### src/rtl/cpu_step_controller.sv
// Board-level CPU sequencer: debounced single-step, divided free-run, and a sticky halt.
// cpu_en and state are registered together, so cpu_en is high exactly in STEP cycles and RUN wrap cycles.
module cpu_step_controller #(
  parameter int DEBOUNCE_CYCLES = 1000000,
  parameter int RUN_DIV         = 1,
  parameter int CNT_W           = 16
) (
  input  logic             clk,
  input  logic             rst,
  input  logic             step_btn,
  input  logic             run_sw,
  input  logic             halt_req,
  output logic             cpu_en,
  output logic [CNT_W-1:0] cycle_count,
  output logic [1:0]       state
);

  localparam int DW = (DEBOUNCE_CYCLES > 1) ? $clog2(DEBOUNCE_CYCLES) : 1;
  localparam int VW = (RUN_DIV > 1) ? $clog2(RUN_DIV) : 1;
  localparam logic [DW-1:0] DB_MAX  = DW'(DEBOUNCE_CYCLES - 1);
  localparam logic [VW-1:0] DIV_MAX = VW'(RUN_DIV - 1);

  typedef enum logic [1:0] {
    S_IDLE = 2'b00,
    S_STEP = 2'b01,
    S_RUN  = 2'b10,
    S_HALT = 2'b11
  } state_t;

  state_t          st, st_nxt;
  logic [1:0]      btn_sync, sw_sync;
  logic            btn_s, sw_s;
  logic [DW-1:0]   db_cnt;
  logic            db_lvl;
  logic            step_req;
  logic [VW-1:0]   div_cnt, div_nxt;
  logic            en_nxt;

  assign btn_s = btn_sync[1];
  assign sw_s  = sw_sync[1];
  assign state = st;

  always_ff @(posedge clk) begin
    if (rst) begin
      btn_sync    <= '0;
      sw_sync     <= '0;
      db_cnt      <= '0;
      db_lvl      <= 1'b0;
      step_req    <= 1'b0;
      st          <= S_IDLE;
      div_cnt     <= '0;
      cpu_en      <= 1'b0;
      cycle_count <= '0;
    end else begin
      btn_sync <= {btn_sync[0], step_btn};
      sw_sync  <= {sw_sync[0], run_sw};
      step_req <= 1'b0;
      if (btn_s == db_lvl) begin
        db_cnt <= '0;
      end else if (db_cnt == DB_MAX) begin
        // Level accepted; only the press edge requests a step.
        db_lvl   <= btn_s;
        db_cnt   <= '0;
        step_req <= btn_s;
      end else begin
        db_cnt <= db_cnt + 1'b1;
      end
      st      <= st_nxt;
      div_cnt <= div_nxt;
      cpu_en  <= en_nxt;
      if (cpu_en && !(&cycle_count))
        cycle_count <= cycle_count + 1'b1;
    end
  end

  // div_cnt holds the phase of the current RUN cycle; a pulse lands on phase RUN_DIV-1.
  always_comb begin
    st_nxt  = st;
    div_nxt = '0;
    en_nxt  = 1'b0;
    case (st)
      S_IDLE: begin
        if (halt_req) begin
          st_nxt = S_HALT;
        end else if (sw_s) begin
          st_nxt = S_RUN;
          en_nxt = (DIV_MAX == '0);
        end else if (step_req) begin
          st_nxt = S_STEP;
          en_nxt = 1'b1;
        end
      end
      S_STEP: st_nxt = halt_req ? S_HALT : S_IDLE;
      S_RUN: begin
        if (halt_req) begin
          st_nxt = S_HALT;
        end else if (!sw_s) begin
          st_nxt = S_IDLE;
        end else begin
          div_nxt = (div_cnt == DIV_MAX) ? '0 : div_cnt + 1'b1;
          en_nxt  = (div_nxt == DIV_MAX);
        end
      end
      default: st_nxt = S_HALT;
    endcase
  end

endmodule

### config.mk
export PLATFORM = sky130hd
export DESIGN_NAME = cpu_step_controller
export DESIGN_NICKNAME = d
export VERILOG_FILES = /design/src/rtl/cpu_step_controller.sv
export SDC_FILE = /design/constraint.sdc
export NUM_CORES = 1
export LEC_CHECK = 0
export ABC_AREA = 1
export BUFFER_PORTS_ARGS = -buffer_cell sky130_fd_sc_hd__buf_4
export CAP_MARGIN = 20
export CORE_UTILIZATION = 39
export DETAILED_ROUTE_END_ITERATION = 8
export GPL_ROUTABILITY_DRIVEN = 0
export PLACE_DENSITY = 0.56
export SYNTH_ARGS = -nofsm -noshare
export SYNTH_HDL_FRONTEND = slang
export SYNTH_SLANG_ARGS = --single-unit
### constraint.sdc
create_clock -name clk -period 1.3 [get_ports clk]
set_input_delay 0.26 -clock clk [delete_from_list [all_inputs] [get_ports clk]]
set_output_delay 0.26 -clock clk [all_outputs]
set_load 0.005 [all_outputs]
; ---- After elaboration in Yosys (flattened, before gate mapping)
; Cells that the tools add are included.
[word_totals]
register_bits = 46
input_bits = 5
mem_count = 0
output_inout_bits = 19
word_cells = 46
latchBits = 0
ramBits = 0
rom_bits = 0
[op_classes]
div_mod_pow = 0
n_bitwise = 5
n_mul = 0
magnitude_cmp = 0
mux = 14
n_shift = 0
eq_ne = 6
reduce_logical = 9
n_addsub = 3
[ops]
columns = cell, count
row1 = adder 20 x 1 -> 20 bit (second input constant), 1
row2 = == test 20 bit (second input constant), 1
row3 = adder 16 x 1 -> 16 bit (second input constant), 1
row4 = AND reduction 16 bit, 1
row5 = two-way mux 2 bit, 6
row6 = two-way mux 1 bit, 6
row7 = case mux 2 bit (3 select lines), 1
row8 = OR reduction 3 bit, 2
row9 = inverter 1 bit, 5
row10 = != test 4 bit (second input constant), 1
row11 = AND reduction 2 bit, 2
row12 = OR reduction 4 bit, 1
row13 = != test 3 bit (second input constant), 1
row14 = == test 2 x 1 -> 1 bit (second input constant), 1
row15 = == test 2 bit (second input constant), 1
row16 = logical NOT 2 bit, 1
row17 = case mux 1 bit (2 select lines), 1
row18 = adder 1 bit (second input constant), 1
row19 = == test 1 bit, 1
row20 = logical AND 1 bit, 1
row21 = logical NOT 1 bit, 1

; ---- Logic depth before layout (Yosys ltp)
; Gate-level depths: netlist (run 1).
[depth]
depth_word = 6
mapped_depth = 9
depth_no_buf = 9

; ---- Least setup slack after synthesis (run 1)
; No wires, ideal clock.
[synth_path]
path_kind = reg2reg
startpoint = register cycle_count[0]
endpoint = register cycle_count[14]
path_buffers = 1
t_arrival_ns = 1.273
setup_slack_ns = -0.088
period_less_slack_ns = 1.388
setup_ns = 0.115
stages_incl_launch_ff = 8
cell_sequence = dfxtp_1 -> ha_1 -> nand3_2 -> nor2_4 -> nand3_2 -> buf_6 -> a21oi_1 -> nor2_1
[synth_via]
elab_chain_cells = 3
elab_cells_between_ends = 4
cone_classes = add/sub (1) / reduce/logical (3)
[synth_lines]
columns = item, line_no
row1 = start: declaration, 14  ; output logic [CNT_W-1:0] cycle_count,
row2 = start signal: assignment, 72  ; cycle_count <= cycle_count + 1'b1;
row3 = "parallel branches: the longest is 3 deep, another holds adder 16 x 1 -> 16 bit", --
; Parallel ways; which one is timed is not known.
; A chain may end at the register's enable or synchronous reset.

; ---- Worst setup path after layout (run 1)
[layout_path]
startpoint = register db_cnt[0]
endpoint = register db_cnt[18]
[layout_via]
elab_chain_cells = 2
elab_cells_between_ends = 3
cone_classes = add/sub (1) / eq/ne (1) / reduce/logical (1)
[layout_lines]
columns = item, line_no
row1 = start: declaration, 33  ; logic [DW-1:0] db_cnt;
row2 = start signal: assignment, 66  ; db_cnt <= db_cnt + 1'b1;
row3 = "parallel branches: the longest is 2 deep, another holds adder 20 x 1 -> 20 bit", --
; Parallel ways; which one is timed is not known.

==> results of run 1 <==
-- worst max-delay path by stage --
stage                         start               endpoint  slack, ns  depth (start not counted)
6_report       db_cnt[0]$_SDFF_PP0_  db_cnt[18]$_SDFF_PP0_      -0.06                          8
5_1_grt        db_cnt[0]$_SDFF_PP0_  db_cnt[14]$_SDFF_PP0_      -0.14                          8
4_1_cts        db_cnt[1]$_SDFF_PP0_  db_cnt[12]$_SDFF_PP0_      -0.05                          8
3_5_place_dp   db_cnt[1]$_SDFF_PP0_  db_cnt[12]$_SDFF_PP0_      -0.12                          8
3_3_place_gp   db_cnt[1]$_SDFF_PP0_  db_cnt[17]$_SDFF_PP0_      -0.06                          8
2_1_floorplan  db_cnt[1]$_SDFF_PP0_  db_cnt[17]$_SDFF_PP0_       0.02                          9
-- cell usage after synthesis (all sizes together) --
master	n
nand4	8
buf	5
nand2	86
nand3b	2
a21oi	22
dfxtp	45
inv	43
xor2	5
nor2	82
ha	5
o21ai	7
nor3	4
xnor2	3
nand3	35
or2	4
-- power by group --
group	leakage (nW)	total, mW	internal, mW	switching (mW)
registers	0.368	1.43	1.41	0.0187
clock network	0.0447	0.909	0.388	0.520
logic	0.894	0.360	0.179	0.181
-- layer usage --
layer  vias to the layer above  track usage  part of all wire
li1                       1257            -                 -
met1                      1031       0.2296              0.49
met2                        32       0.2983              0.46
met3                         5      0.04205             0.034
met4                         0      0.05179             0.011
met5                         -            0                 0
-- worst max-delay path, delay by kind of cell (launching register included) --
| kind | cells | cell delay [ns] |
|---|---|---|
| simple gates | 5 | 0.58 |
| flops | 1 | 0.36 |
| fa+ha+maj | 1 | 0.15 |
| compound gates | 1 | 0.13 |
| buf+inv | 1 | 0.09 |
-- final cells by class --
cell class / count / area (um2) / share of cell area
sequential: 45 / 912.1 / 0.2797
clock buffer: 5 / 68.82 / 0.02111
timing repair buffer: 67 / 521.8 / 0.1600
inverter: 43 / 161.4 / 0.04950
multi-input combinational: 263 / 1478 / 0.4532
clock inverter: 3 / 25.02 / 0.007675
tap: 75 / 93.84 / 0.02878
-- cells by family (layout without fill, tap and decap cells) --
group | after synthesis | in the layout | synth area share
AND/OR/NAND/NOR | 221 | 221 | 0.4203
XOR/XNOR | 8 | 8 | 0.02935
adder cells (fa/ha/maj) | 5 | 5 | 0.02621
AO/OA/AOI/OAI | 29 | 29 | 0.06080
flip-flops | 45 | 45 | 0.3774
buffers and inverters | 48 | 118 | 0.08596
-- layout by cell type, fill, tap and decap left out --
master / count
nand2_4: 3
inv_1: 38
nor2_2: 8
nand2_8: 1
inv_2: 5
xnor2_1: 3
nor2_1: 62
clkbuf_8: 5
ha_4: 2
nand4_1: 8
nand3b_1: 2
nor3_2: 2
a21oi_1: 19
buf_4: 62
a21oi_2: 3
o21ai_2: 1
nand3_1: 28
o21ai_1: 2
or2_0: 1
dfxtp_1: 36
or2_2: 3
xor2_1: 5
ha_1: 2
clkinvlp_4: 1
nand3_4: 4
nand3_2: 3
nand2_1: 75
nor3_1: 2
ha_2: 1
nand2_2: 7
nor2_4: 12
dfxtp_2: 9
buf_6: 5
inv_6: 1
clkinv_4: 1
o21ai_0: 4
-- sequential cells by signal (all words and copies together), names as in the netlist --
signal	cells
cycle_count	16
cpu_en	1
state	2
btn_sync	2
step_req	1
db_lvl	1
db_cnt	20
sw_sync	2
-- what timing repair did --
action / in CTS / in global routing
resized for setup: 16 / 40
hold buffers: 0 / 0
cloned: 0 / 0
setup endpoints to repair: 34 / 40
pin swaps: 5 / 13
buffers inserted: 1 / 0
==> flow_metrics.env, run 1 <==
export IMPL_max_clock_freq_ghz=0.7362
export IMPL_avgSynthCellArea_um2=6.706
export IMPL_grtUsageTotal=0.1795
export IMPL_worst_path_most_repeated_cell="nor2_4"
export IMPL_synth_area_mm2=0.002387
export IMPL_worst_slew_pin_slew_ns=0.3090
export IMPL_firstDrtPassIters=4
export IMPL_path_clk_slew_ns=0.09
export IMPL_power_mw=2.702
export IMPL_cp_max_fo=3
export IMPL_start_util=0.4032
export IMPL_ys_warn_count=0
export IMPL_grt_pass1_wl_um=9045
export IMPL_cts_tree="yes"
export IMPL_whs_ns=0.1440
export IMPL_cpPeakStageDelay_ns=0.36
export IMPL_relSlewSlack=0.7924
export IMPL_maxCapViolations=0
export IMPL_cts_made_buffers=5
export IMPL_r2r_slack_ns=-0.06
export IMPL_powerDensity_mw_per_mm2=828.6
export IMPL_syn_inst=356
export IMPL_reg2regPathDepth=8
export IMPL_worst_ir_drop_vdd_mv=0.4774
export IMPL_cp_required_ns=1.55
export IMPL_place_inst=492
export IMPL_place_ws_ns=-0.1175
export IMPL_port_buffers=23
export IMPL_vias=2325
export IMPL_drc=0
export IMPL_die_x_um=80.24
export IMPL_drive_gt1_frac=0.3263
export IMPL_skew_ns=0.008102
export IMPL_core_mm2=0.005921
export IMPL_synth_fp_nets=366
export IMPL_status="finished with violations"
export IMPL_worst_setup_path_end_kind="flop"
export IMPL_postRouteAntennaNets=0
export IMPL_grt_setup_unrepaired="yes"
export IMPL_worstPathArrival_ns=1.61
export IMPL_violations="setup timing"
export IMPL_crit_path_top_delay_cell="dfxtp_2"
export IMPL_setup_violations=23
export IMPL_worst_slack_ns=-0.05836
export IMPL_dp_hpwl_um=4078
export IMPL_finalHoldViolCount=0
export IMPL_antenna_found_initial=0
export IMPL_critPathKind="flop to flop"
export IMPL_rows=28
export IMPL_clk_path_buf_depth=2
export IMPL_nets=435
export IMPL_dpl_cell_area_mm2=0.002970
export IMPL_leakagePower_nw=1.307
export IMPL_clock_sinks=45
export IMPL_period_share=1.045
export IMPL_insertion_delay_ns=0.31
export IMPL_hp_start="step_btn"
export IMPL_path_cells="ha_4 > buf_6 > nand3_4 > nor2_4 > nand2_4 > nor2_4 > nand3_2 > a21oi_2"
export IMPL_htreeDepth=2
export IMPL_holdPathStages=3
export IMPL_fin_crit_ns=1.358
export IMPL_die_h_um=80.24
export IMPL_startpoint_type="flop"
export IMPL_fillerInstances=584
export IMPL_final_area_mm2=0.003261
export IMPL_synthTopCellsByArea="dfxtp_1, nand2_1, nor2_1"
export IMPL_ys_seq_area_frac=0.3774
export IMPL_syn2layout_area_growth_pct=36.58
export IMPL_ys_types=25
export IMPL_drt_iter0_markers=80
export IMPL_synth_top_area_share=0.3774
export IMPL_hold_class="input pin to flop"
export IMPL_first_global_vias=2113
export IMPL_grt_remaining_overflow=0
export IMPL_finalCoreUtilization=0.5507
export IMPL_grt_max_degree=20
export IMPL_drt_wl_total_um=5451
export IMPL_r2r_end="db_cnt[18]$_SDFF_PP0_"
export IMPL_die_area_mm2=0.006438
export IMPL_rr_startpoint="db_cnt[0]$_SDFF_PP0_"
export IMPL_detail_route_wl_per_cell_um=10.88
export IMPL_pin_count=24
export IMPL_whs_endpoint="btn_sync[0]$_SDFF_PP0_"
export IMPL_tns_ns=-0.7384
export IMPL_yosys_register_bits=45
export IMPL_synth_area_leader_cell="dfxtp_1"
export IMPL_slew_viol_final=0
export IMPL_clockRootBuffer="clkbuf_8"
export IMPL_routed_via_density=4.641
export IMPL_num_antenna_cells=0
export IMPL_final_cell_count_no_fill=501
Power figures use the tool's default switching activity.
==> inputs of run 2 (changes only) <==
--- a/config.mk
+++ b/config.mk
@@ -11,7 +11,7 @@
 export CORE_UTILIZATION = 39
 export DETAILED_ROUTE_END_ITERATION = 8
 export GPL_ROUTABILITY_DRIVEN = 0
-export PLACE_DENSITY = 0.56
+export PLACE_DENSITY = 0.67
 export SYNTH_ARGS = -nofsm -noshare
 export SYNTH_HDL_FRONTEND = slang
 export SYNTH_SLANG_ARGS = --single-unit
==> flow_metrics.env, run 2 (synthesis gave the netlist of run 1 again) <==
export IMPL_status="finished with violations"
export IMPL_violations="setup timing"
export IMPL_rows=28
export IMPL_htreeDepth=2
export IMPL_critPathKind="flop to flop"
export IMPL_setup_violations=15
export IMPL_path_clk_slew_ns=0.09
export IMPL_period_share=1.040
export IMPL_firstDrtPassIters=4
export IMPL_top_regs="db_cnt: 20 flops, cycle_count: 16 flops"
export IMPL_tns_ns=-0.3403
export IMPL_antenna_found_initial=0
export IMPL_finalHoldViolCount=0
export IMPL_final_cell_count_no_fill=501
export IMPL_grt_setup_unrepaired="yes"
export IMPL_worst_slew_pin_slew_ns=0.3999
export IMPL_cp_required_ns=1.51
export IMPL_regMostFlops="db_cnt"
export IMPL_place_ws_ns=-0.05224
export IMPL_fin_crit_ns=1.352
export IMPL_syn2layout_area_growth_pct=41.35
export IMPL_first_global_vias=2316
export IMPL_dp_hpwl_um=3943
export IMPL_worst_ir_drop_vdd_mv=0.6389
export IMPL_clk_path_buf_depth=2
export IMPL_holdBufCountCts=0
export IMPL_clockRootBuffer="clkbuf_8"
export IMPL_final_cell_mix="nand2_1, buf_4, nor2_1"
export IMPL_slew_viol_final=0
export IMPL_cp_max_fo=4
export IMPL_grt_remaining_overflow=0
export IMPL_drt_iter0_markers=115
export IMPL_die_x_um=80.24
export IMPL_cts_tree="yes"
export IMPL_skew_ns=0.008652
export IMPL_num_antenna_cells=0
export IMPL_max_clock_freq_ghz=0.7394
export IMPL_leakagePower_nw=1.352
export IMPL_grt_max_degree=20
export IMPL_insertion_delay_ns=0.31
export IMPL_final_area_mm2=0.003374
export IMPL_worst_slack_ns=-0.05240
export IMPL_largest_reg_flops=20
export IMPL_hold_class="input pin to flop"
export IMPL_dpl_cell_area_mm2=0.002895
export IMPL_core_mm2=0.005921
export IMPL_start_util=0.4032
export IMPL_place_inst=482
export IMPL_cts_made_buffers=5
export IMPL_clock_sinks=45
export IMPL_postRouteAntennaNets=0
export IMPL_relSlewSlack=0.7331
export IMPL_die_area_mm2=0.006438
export IMPL_grt_pass1_wl_um=9646
export IMPL_layout_commonest_cell="nand2_1"
export IMPL_worst_setup_path_end_kind="flop"
export IMPL_maxCapViolations=0
export IMPL_worstPathArrival_ns=1.56
export IMPL_port_buffers=23
export IMPL_drc=0
export IMPL_pin_count=24
export IMPL_routed_via_density=4.790
export IMPL_startpoint_type="flop"
export IMPL_drive_gt1_frac=0.3850
export IMPL_powerDensity_mw_per_mm2=915.6
export IMPL_grtUsageTotal=0.1901
export IMPL_drt_wl_total_um=5954
export IMPL_vias=2400
export IMPL_nets=435
export IMPL_detail_route_wl_per_cell_um=11.88
export IMPL_die_h_um=80.24
## run 2: changes by cell type in the layout (fill, tap and decap cells not counted), sizes merged
cell and change:
buf -2, bufinv +2, clkinvlp -1, clkinv -1, nand2 +2
## run 2: path summary, 6_finish.rpt
check                        start               endpoint  slack (ns)  depth (start not counted)
max           db_cnt[0]$_SDFF_PP0_  db_cnt[13]$_SDFF_PP0_       -0.05                          8
min                         run_sw  sw_sync[0]$_SDFF_PP0_        0.15                          3
max reg2reg   db_cnt[0]$_SDFF_PP0_  db_cnt[13]$_SDFF_PP0_       -0.05                          8
min reg2reg  sw_sync[0]$_SDFF_PP0_  sw_sync[1]$_SDFF_PP0_        0.41                          2
## run 2: area by class of cell
| class | instances | area [um2] |
|---|---|---|
| clock inverters | 3 | 68.82 |
| inverters | 43 | 161.4 |
| multi-input cells | 265 | 1563 |
| flip-flops and latches | 45 | 919.6 |
| clock buffers | 5 | 68.82 |
| well taps | 75 | 93.84 |
| fillers | 565 | 2546 |
| repair buffers | 65 | 499.2 |
## run 2: power breakdown
part           leakage, nW  switching (mW)  internal (mW)
logic                0.912           0.181          0.171
registers            0.371          0.0203           1.42
clock network       0.0687           0.526          0.774
total                 1.35           0.727           2.36
## run 2: layer usage
| metal | track usage | wire (um) | vias to the layer above |
|---|---|---|---|
| li1 | - | - | 1262 |
| met1 | 0.2225 | 2675 | 1094 |
| met2 | 0.3402 | 2985 | 35 |
| met3 | 0.04205 | 212 | 9 |
| met4 | 0.06250 | 80 | 0 |
| met5 | 0 | 0 | - |
## run 2: worst max-delay path: stages (launching register included)
cell and delay, ns:
dfxtp_2 0.36, buf_4 0.11, inv_1 0.05, nor2_4 0.16, inv_1 0.07, nor2_1 0.25, nand3_1 0.12, nand2_1 0.08
a21oi_1 0.05
## run 2: what timing repair did
action / 4_1_cts / 5_1_grt
buffers inserted: 5 / 3
endpoints found under the hold margin: 0 / 0
resized for setup: 13 / 64
gates cloned: 0 / 3
pin swaps: 10 / 18
setup endpoints to repair: 35 / 40
## run 2: metrics by stage
step / hold WS [ns] / power (mW) / util
final: 0.1474 / 3.090 / 0.5699
after global routing: 0.1604 / 3.214 / 0.5699
after CTS: 0.1463 / 3.088 / 0.5273
after detailed placement: 0.3945 / 1.797 / 0.4890
after global placement: 0.3918 / 1.784 / 0.4890
after floorplan: 0.3670 / 1.655 / -
